--- src/rtl/cpu_defs_pkg.sv ---
// Shared CPU datapath definitions: instruction field positions, bubble word,
// PC increment and fetch-stage state encodings.
package cpu_defs;

   localparam int OPCODE_MSB = 15;
   localparam int OPCODE_LSB = 12;
   localparam int FUNC_MSB   = 3;
   localparam int FUNC_LSB   = 0;

   localparam logic [15:0] NOP_INSTR = 16'h0000;
   localparam logic [15:0] PC_INC    = 16'd2;

   typedef enum logic [1:0] {
      BOOT = 2'd0,
      RUN  = 2'd1,
      TRAP = 2'd2
   } fetch_state_e;

endpackage

--- src/rtl/instr_fetch_stage_if_id_reg.sv ---
// IF/ID pipeline register with hold and bubble-insert controls.
// Priority on an edge: reset > hold > bubble > load.
module if_id_reg #(
   parameter int              INSTR_W   = 16,
   parameter int              PC_W      = 16,
   parameter logic [INSTR_W-1:0] NOP_INSTR = '0
) (
   input  logic               clk,
   input  logic               rst_n,
   input  logic               hold,
   input  logic               bubble,
   input  logic [INSTR_W-1:0] instr_in,
   input  logic [PC_W-1:0]    pc_plus2_in,
   output logic [INSTR_W-1:0] instr,
   output logic [PC_W-1:0]    pc_plus2,
   output logic               valid
);

   always_ff @(posedge clk) begin
      if (!rst_n) begin
         instr    <= NOP_INSTR;
         pc_plus2 <= '0;
         valid    <= 1'b0;
      end else if (hold) begin
         instr    <= instr;
         pc_plus2 <= pc_plus2;
         valid    <= valid;
      end else if (bubble) begin
         instr    <= NOP_INSTR;
         pc_plus2 <= '0;
         valid    <= 1'b0;
      end else begin
         instr    <= instr_in;
         pc_plus2 <= pc_plus2_in;
         valid    <= 1'b1;
      end
   end

endmodule

--- src/rtl/instr_fetch_stage.sv ---
// Instruction-fetch stage: PC register, next-PC selection, BOOT/RUN/TRAP FSM and IF/ID register.
// Optional performance counters are built only when PERF_CNT_EN is defined.
//
// state | meaning
// BOOT  | first cycle after reset; IF/ID stays a bubble while RESET_PC is fetched
// RUN   | normal fetch: exception > stall > branch/flush > sequential
// TRAP  | one cycle after an exception; EXC_VECTOR word is fetched, new exceptions ignored
module instr_fetch_stage
   import cpu_defs::*;
#(
   parameter int              PC_W       = 16,
   parameter int              INSTR_W    = 16,
   parameter logic [PC_W-1:0] RESET_PC   = 16'h0000,
   parameter logic [PC_W-1:0] EXC_VECTOR = 16'h00F0,
   parameter logic [INSTR_W-1:0] NOP_INSTR = cpu_defs::NOP_INSTR
) (
   input  logic               clk,
   input  logic               rst_n,
   input  logic               stall,
   input  logic               branch,
   input  logic [PC_W-1:0]    branchTarget,
   input  logic               IFIDFlush,
   input  logic               Exception,
   output logic [PC_W-1:0]    imem_addr,
   input  logic [INSTR_W-1:0] imem_rdata,
   output logic [INSTR_W-1:0] IFID_instr,
   output logic [PC_W-1:0]    IFID_pcPlus2,
   output logic               IFID_valid,
   output logic [3:0]         OPCode,
   output logic [3:0]         functionCode,
   output logic [PC_W-1:0]    EPC,
   output logic [15:0]        fetchCount,
   output logic [15:0]        flushCount
);

   fetch_state_e    state, state_next;
   logic [PC_W-1:0] pc, pc_next, pc_plus2;
   logic            ifid_hold, ifid_bubble, exc_take, redirect;

   assign pc_plus2  = pc + PC_W'(PC_INC);
   assign imem_addr = pc;

   always_comb begin
      state_next  = state;
      pc_next     = pc;
      ifid_hold   = 1'b0;
      ifid_bubble = 1'b0;
      exc_take    = 1'b0;
      redirect    = 1'b0;
      case (state)
         BOOT: begin
            ifid_bubble = 1'b1;
            state_next  = RUN;
         end
         RUN, TRAP: begin
            state_next = RUN;
            if (Exception && (state == RUN)) begin
               exc_take    = 1'b1;
               ifid_bubble = 1'b1;
               pc_next     = EXC_VECTOR;
               state_next  = TRAP;
            end else if (stall) begin
               ifid_hold = 1'b1;
            end else if (branch) begin
               ifid_bubble = 1'b1;
               redirect    = 1'b1;
               pc_next     = branchTarget;
            end else if (IFIDFlush) begin
               ifid_bubble = 1'b1;
               redirect    = 1'b1;
               pc_next     = pc_plus2;
            end else begin
               pc_next = pc_plus2;
            end
         end
         default: state_next = BOOT;
      endcase
   end

   // Instructions are halfword aligned, so bit 0 of the PC is never stored.
   always_ff @(posedge clk) begin
      if (!rst_n) begin
         state <= BOOT;
         pc    <= {RESET_PC[PC_W-1:1], 1'b0};
         EPC   <= '0;
      end else begin
         state <= state_next;
         pc    <= {pc_next[PC_W-1:1], 1'b0};
         if (exc_take)
            EPC <= IFID_pcPlus2 - PC_W'(PC_INC);
      end
   end

   if_id_reg #(
      .INSTR_W   (INSTR_W),
      .PC_W      (PC_W),
      .NOP_INSTR (NOP_INSTR)
   ) u_if_id_reg (
      .clk         (clk),
      .rst_n       (rst_n),
      .hold        (ifid_hold),
      .bubble      (ifid_bubble),
      .instr_in    (imem_rdata),
      .pc_plus2_in (pc_plus2),
      .instr       (IFID_instr),
      .pc_plus2    (IFID_pcPlus2),
      .valid       (IFID_valid)
   );

   assign OPCode       = IFID_instr[OPCODE_MSB:OPCODE_LSB];
   assign functionCode = IFID_instr[FUNC_MSB:FUNC_LSB];

`ifdef PERF_CNT_EN
   logic fetch_inc, flush_inc;

   assign fetch_inc = !ifid_hold && !ifid_bubble;
   assign flush_inc = exc_take || redirect;

   always_ff @(posedge clk) begin
      if (!rst_n) begin
         fetchCount <= '0;
         flushCount <= '0;
      end else begin
         if (fetch_inc && (fetchCount != 16'hFFFF))
            fetchCount <= fetchCount + 16'd1;
         if (flush_inc && (flushCount != 16'hFFFF))
            flushCount <= flushCount + 16'd1;
      end
   end
`else
   assign fetchCount = 16'h0000;
   assign flushCount = 16'h0000;
`endif

endmodule
--- config.mk ---
export PLATFORM = sky130hd
export DESIGN_NAME = instr_fetch_stage
export DESIGN_NICKNAME = d
export VERILOG_FILES = /design/src/rtl/cpu_defs_pkg.sv /design/src/rtl/instr_fetch_stage_if_id_reg.sv /design/src/rtl/instr_fetch_stage.sv
export SDC_FILE = /design/constraint.sdc
export NUM_CORES = 1
export LEC_CHECK = 0
export ABC_CLOCK_PERIOD_IN_PS = 2320
export CORE_MARGIN = 2
export CORE_UTILIZATION = 43
export DETAILED_ROUTE_END_ITERATION = 16
export PLACE_DENSITY = 0.81
export SETUP_SLACK_MARGIN = 0.2
export SLEW_MARGIN = 0
export SYNTH_ARGS = -nofsm -noshare
export SYNTH_HDL_FRONTEND = slang
export SYNTH_SLANG_ARGS = --single-unit
--- constraint.sdc ---
create_clock -name clk -period 2.32 [get_ports clk]
set_input_delay 0.696 -clock clk [delete_from_list [all_inputs] [get_ports clk]]
set_output_delay 0.696 -clock clk [all_outputs]
set_load 0.005 [all_outputs]
==> out/results.ini <==
[global_route]
grt_pass1_wl_mm = 13.28
grt_pass1_vias = 2796
grt_max_degree = 45
met3_usage = 0.05505
grt_util_met1 = 0.2417
grtUsageMet2 = 0.3211
top_usage_layer = met2
grt_usage = 0.1941
antenna_found_initial = 0
grt_overflow = 0

[route]
vias_per_cell = 5.091
route.detailed.drc = 0
drtIter0Drc = 172
num_vias = 2963
final_antenna_net_count = 0
dr.pass1.iters = 4
wl_mm = 8.109
routedWlPerCell_um = 13.93

[setup_path]
path_buf_inv = 1
cp_top_family = buffers and inverters
cpMaxStageDelayCell = clkdlybuf4s50_1
reg2reg_from = state[1]$_SDFF_PN0_
worstPathArrival_ns = 1.39
setup.worst_path.end_class = output pin
max_stage_delay_ns = 0.57
cp-startpoint = u_if_id_reg.pc_plus2[5]$_SDFFE_PN0N_
start_kind = register
critPathKind = register to output pin
worstPathRequired_ns = 1.62
critical_path.max_fanout = 5
worstPathCellList = clkdlybuf4s50_1

[final_layout]
n_antenna_cell = 0
nets = 518
final_cell_mix = 106 x clkdlybuf4s50_1, 57 x dfxtp_1, 35 x a22oi_1, 35 x conb_1, 30 x nor2_1
finalInstanceArea_um2 = 4554
stdcell_count = 582
fillers = 646
mostFrequentLayoutCell = clkdlybuf4s50_1
utilization = 0.5987
drive_gt1_frac = 0.09583
area_growth_pct = 36.38

[synthesis]
synth_xor_area_frac = 0.06294
ys_types = 52
synth.top_cells.by_area = dfxtp_1 38%, buf_4 9.9%, a22oi_1 7.9%, nor2b_1 3.7%, xnor2_1 3.7%
syn_area_um2 = 3339
synth_top_family_by_area = compound AO/OA/AOI/OAI gates
synth_mux_area_frac = 0.009367
ys_seq_elements = 64
yosysTopAreaCell = dfxtp_1
yosys_warnings = 0
synth.avg_cell_area_um2 = 8.882
synth-seq-area-share = 0.3837
synth-adder-area-share = 0.01873
yosys.area_share.simple = 0.1828
synth_compound_area_frac = 0.2057
synthCells = 376
synth.top_cell.area_share = 0.3837

[pwr]
clockPowerShare = 0.348
p_leak_nw = 1.806
p_switching_mw = 0.7560
power.internal_mw = 1.999
seqPwrFrac = 0.442
comb_power_share = 0.210
p_per_area_nw_per_um2 = 604.8
peakVddDrop_v = 0.0003279
switching_share = 0.2745
total_power_mw = 2.755

[sta]
rsz0062_at_grt = no
finalHoldViolCount = 0
finClkSkew_ns = 0.006615
fmax_mhz = 479.7
holdWs_ns = 0.5111
timing.setup.tns_ns = 0
drv_slew = 0
period_share = 0.8986
post-route-min-period_ns = 2.085
worst_slack_ns = 0.2352
setup_viol = 0

[placed_design]
port_buffers = 106
placed_area_um2 = 4348
preCtsSetupSlack_ns = -0.01218
dp_hpwl_mm = 5.961
gp_congestion = 0.8583
dp.cells = 566

[floorplan]
die_area_um2 = 8487
rows = 32
fp.dieW_um = 92.13
core_um2 = 7607
start_util = 0.4390
io_pins = 143
die_h_um = 92.13

[clock_tree]
ctsRootBufferMaster = clkbuf_8
clk_pin_slew_ns = 0.07
htree_levels = 3
cts.sinks = 64
postCtsHoldBufs = 0
post_cts_buffers = 0
cts_made_buffers = 9
cts_tree = built
cts_buffer_depth = 2
clk-insertion-delay-late_ns = 0.34

[hold_path]
hp-class = register to register
hp-start = EPC[6]$_SDFFE_PN0P_

[run_status]
outcome = finished, final reports clean

[run]
maxCapViolations = 0

## routing by layer
metal	up-vias	part of all wire
met3	12	0.075
met5	-	0
met2	142	0.48
met4	0	0.015
li1	1441	-
met1	1368	0.43
## repair_timing
| action | 4_1_cts | 5_1_grt |
|---|---|---|
| resized for setup | 2 | 5 |
| setup endpoints to repair | 2 | 5 |
| cloned | 0 | 0 |
## synthesized netlist by cell type, drive strengths merged
master / number
a21bo: 1
a21boi: 2
a21oi: 17
a221oi: 1
a22o: 1
a22oi: 35
a2bb2oi: 1
a311oi: 1
a31oi: 1
a32o: 1
and2: 2
and3: 1
buf: 50
clkbuf: 13
conb: 1
dfxtp: 64
ha: 5
inv: 10
mux2: 1
mux2i: 2
nand2: 19
nand2b: 6
nand3: 7
nand3b: 2
nand4: 3
nor2: 30
nor2b: 20
nor3: 6
nor3b: 1
nor4: 8
o211a: 5
o21a: 1
o21ai: 20
o221ai: 2
o2bb2ai: 7
o31ai: 1
o41ai: 1
or2: 1
or3: 1
or4: 1
xnor2: 14
xor2: 10
## flip-flops by register name, summed over array words and instances (netlist names)
signal / cells
u_if_id_reg.pc_plus2: 15
u_if_id_reg.valid: 1
u_if_id_reg.instr: 16
state: 2
imem_addr: 15
EPC: 15
## final cells by class
cell class | instances | area [um2] | share of cell area
Tap cell | 102 | 127.6 | 0.02802
Timing Repair Buffer | 117 | 1169 | 0.2566
Sequential cell | 64 | 1290 | 0.2832
Clock inverter | 5 | 56.30 | 0.01236
Clock buffer | 11 | 141.4 | 0.03104
Multi-Input combinational cell | 273 | 1733 | 0.3805
Inverter | 10 | 37.54 | 0.008242
## cell families (layout without fill, tap and decap cells)
family	after synthesis	in the layout
and+or+nand+nor	108	108
AOI/OAI and AO/OA	98	98
buffers and inverters	73	143
DFF	64	64
xor gates and xnor gates	24	24
adders and majority gates	5	5
muxes	3	3
other	1	35
## power groups by stage
stage	Sequential [mW]	Combinational, mW	Clock [mW]
2_1_floorplan	1.24	0.359	0
3_3_place_gp	1.24	0.566	0
3_5_place_dp	1.24	0.576	0
4_1_cts	1.22	0.580	0.981
5_1_grt	1.23	0.636	1.03
6_report	1.22	0.577	0.959
## worst paths after layout
check                                             endpoint  cells past startpoint  slack, ns
worst max register to register  imem_addr[11]$_SDFFE_PN0P_                      7       0.46
worst min-delay path                   EPC[6]$_SDFFE_PN0P_                      2       0.51
worst min register to register         EPC[6]$_SDFFE_PN0P_                      2       0.51
worst max-delay path                       IFID_pcPlus2[5]                      1       0.24
Power figures use the tool's default switching activity.
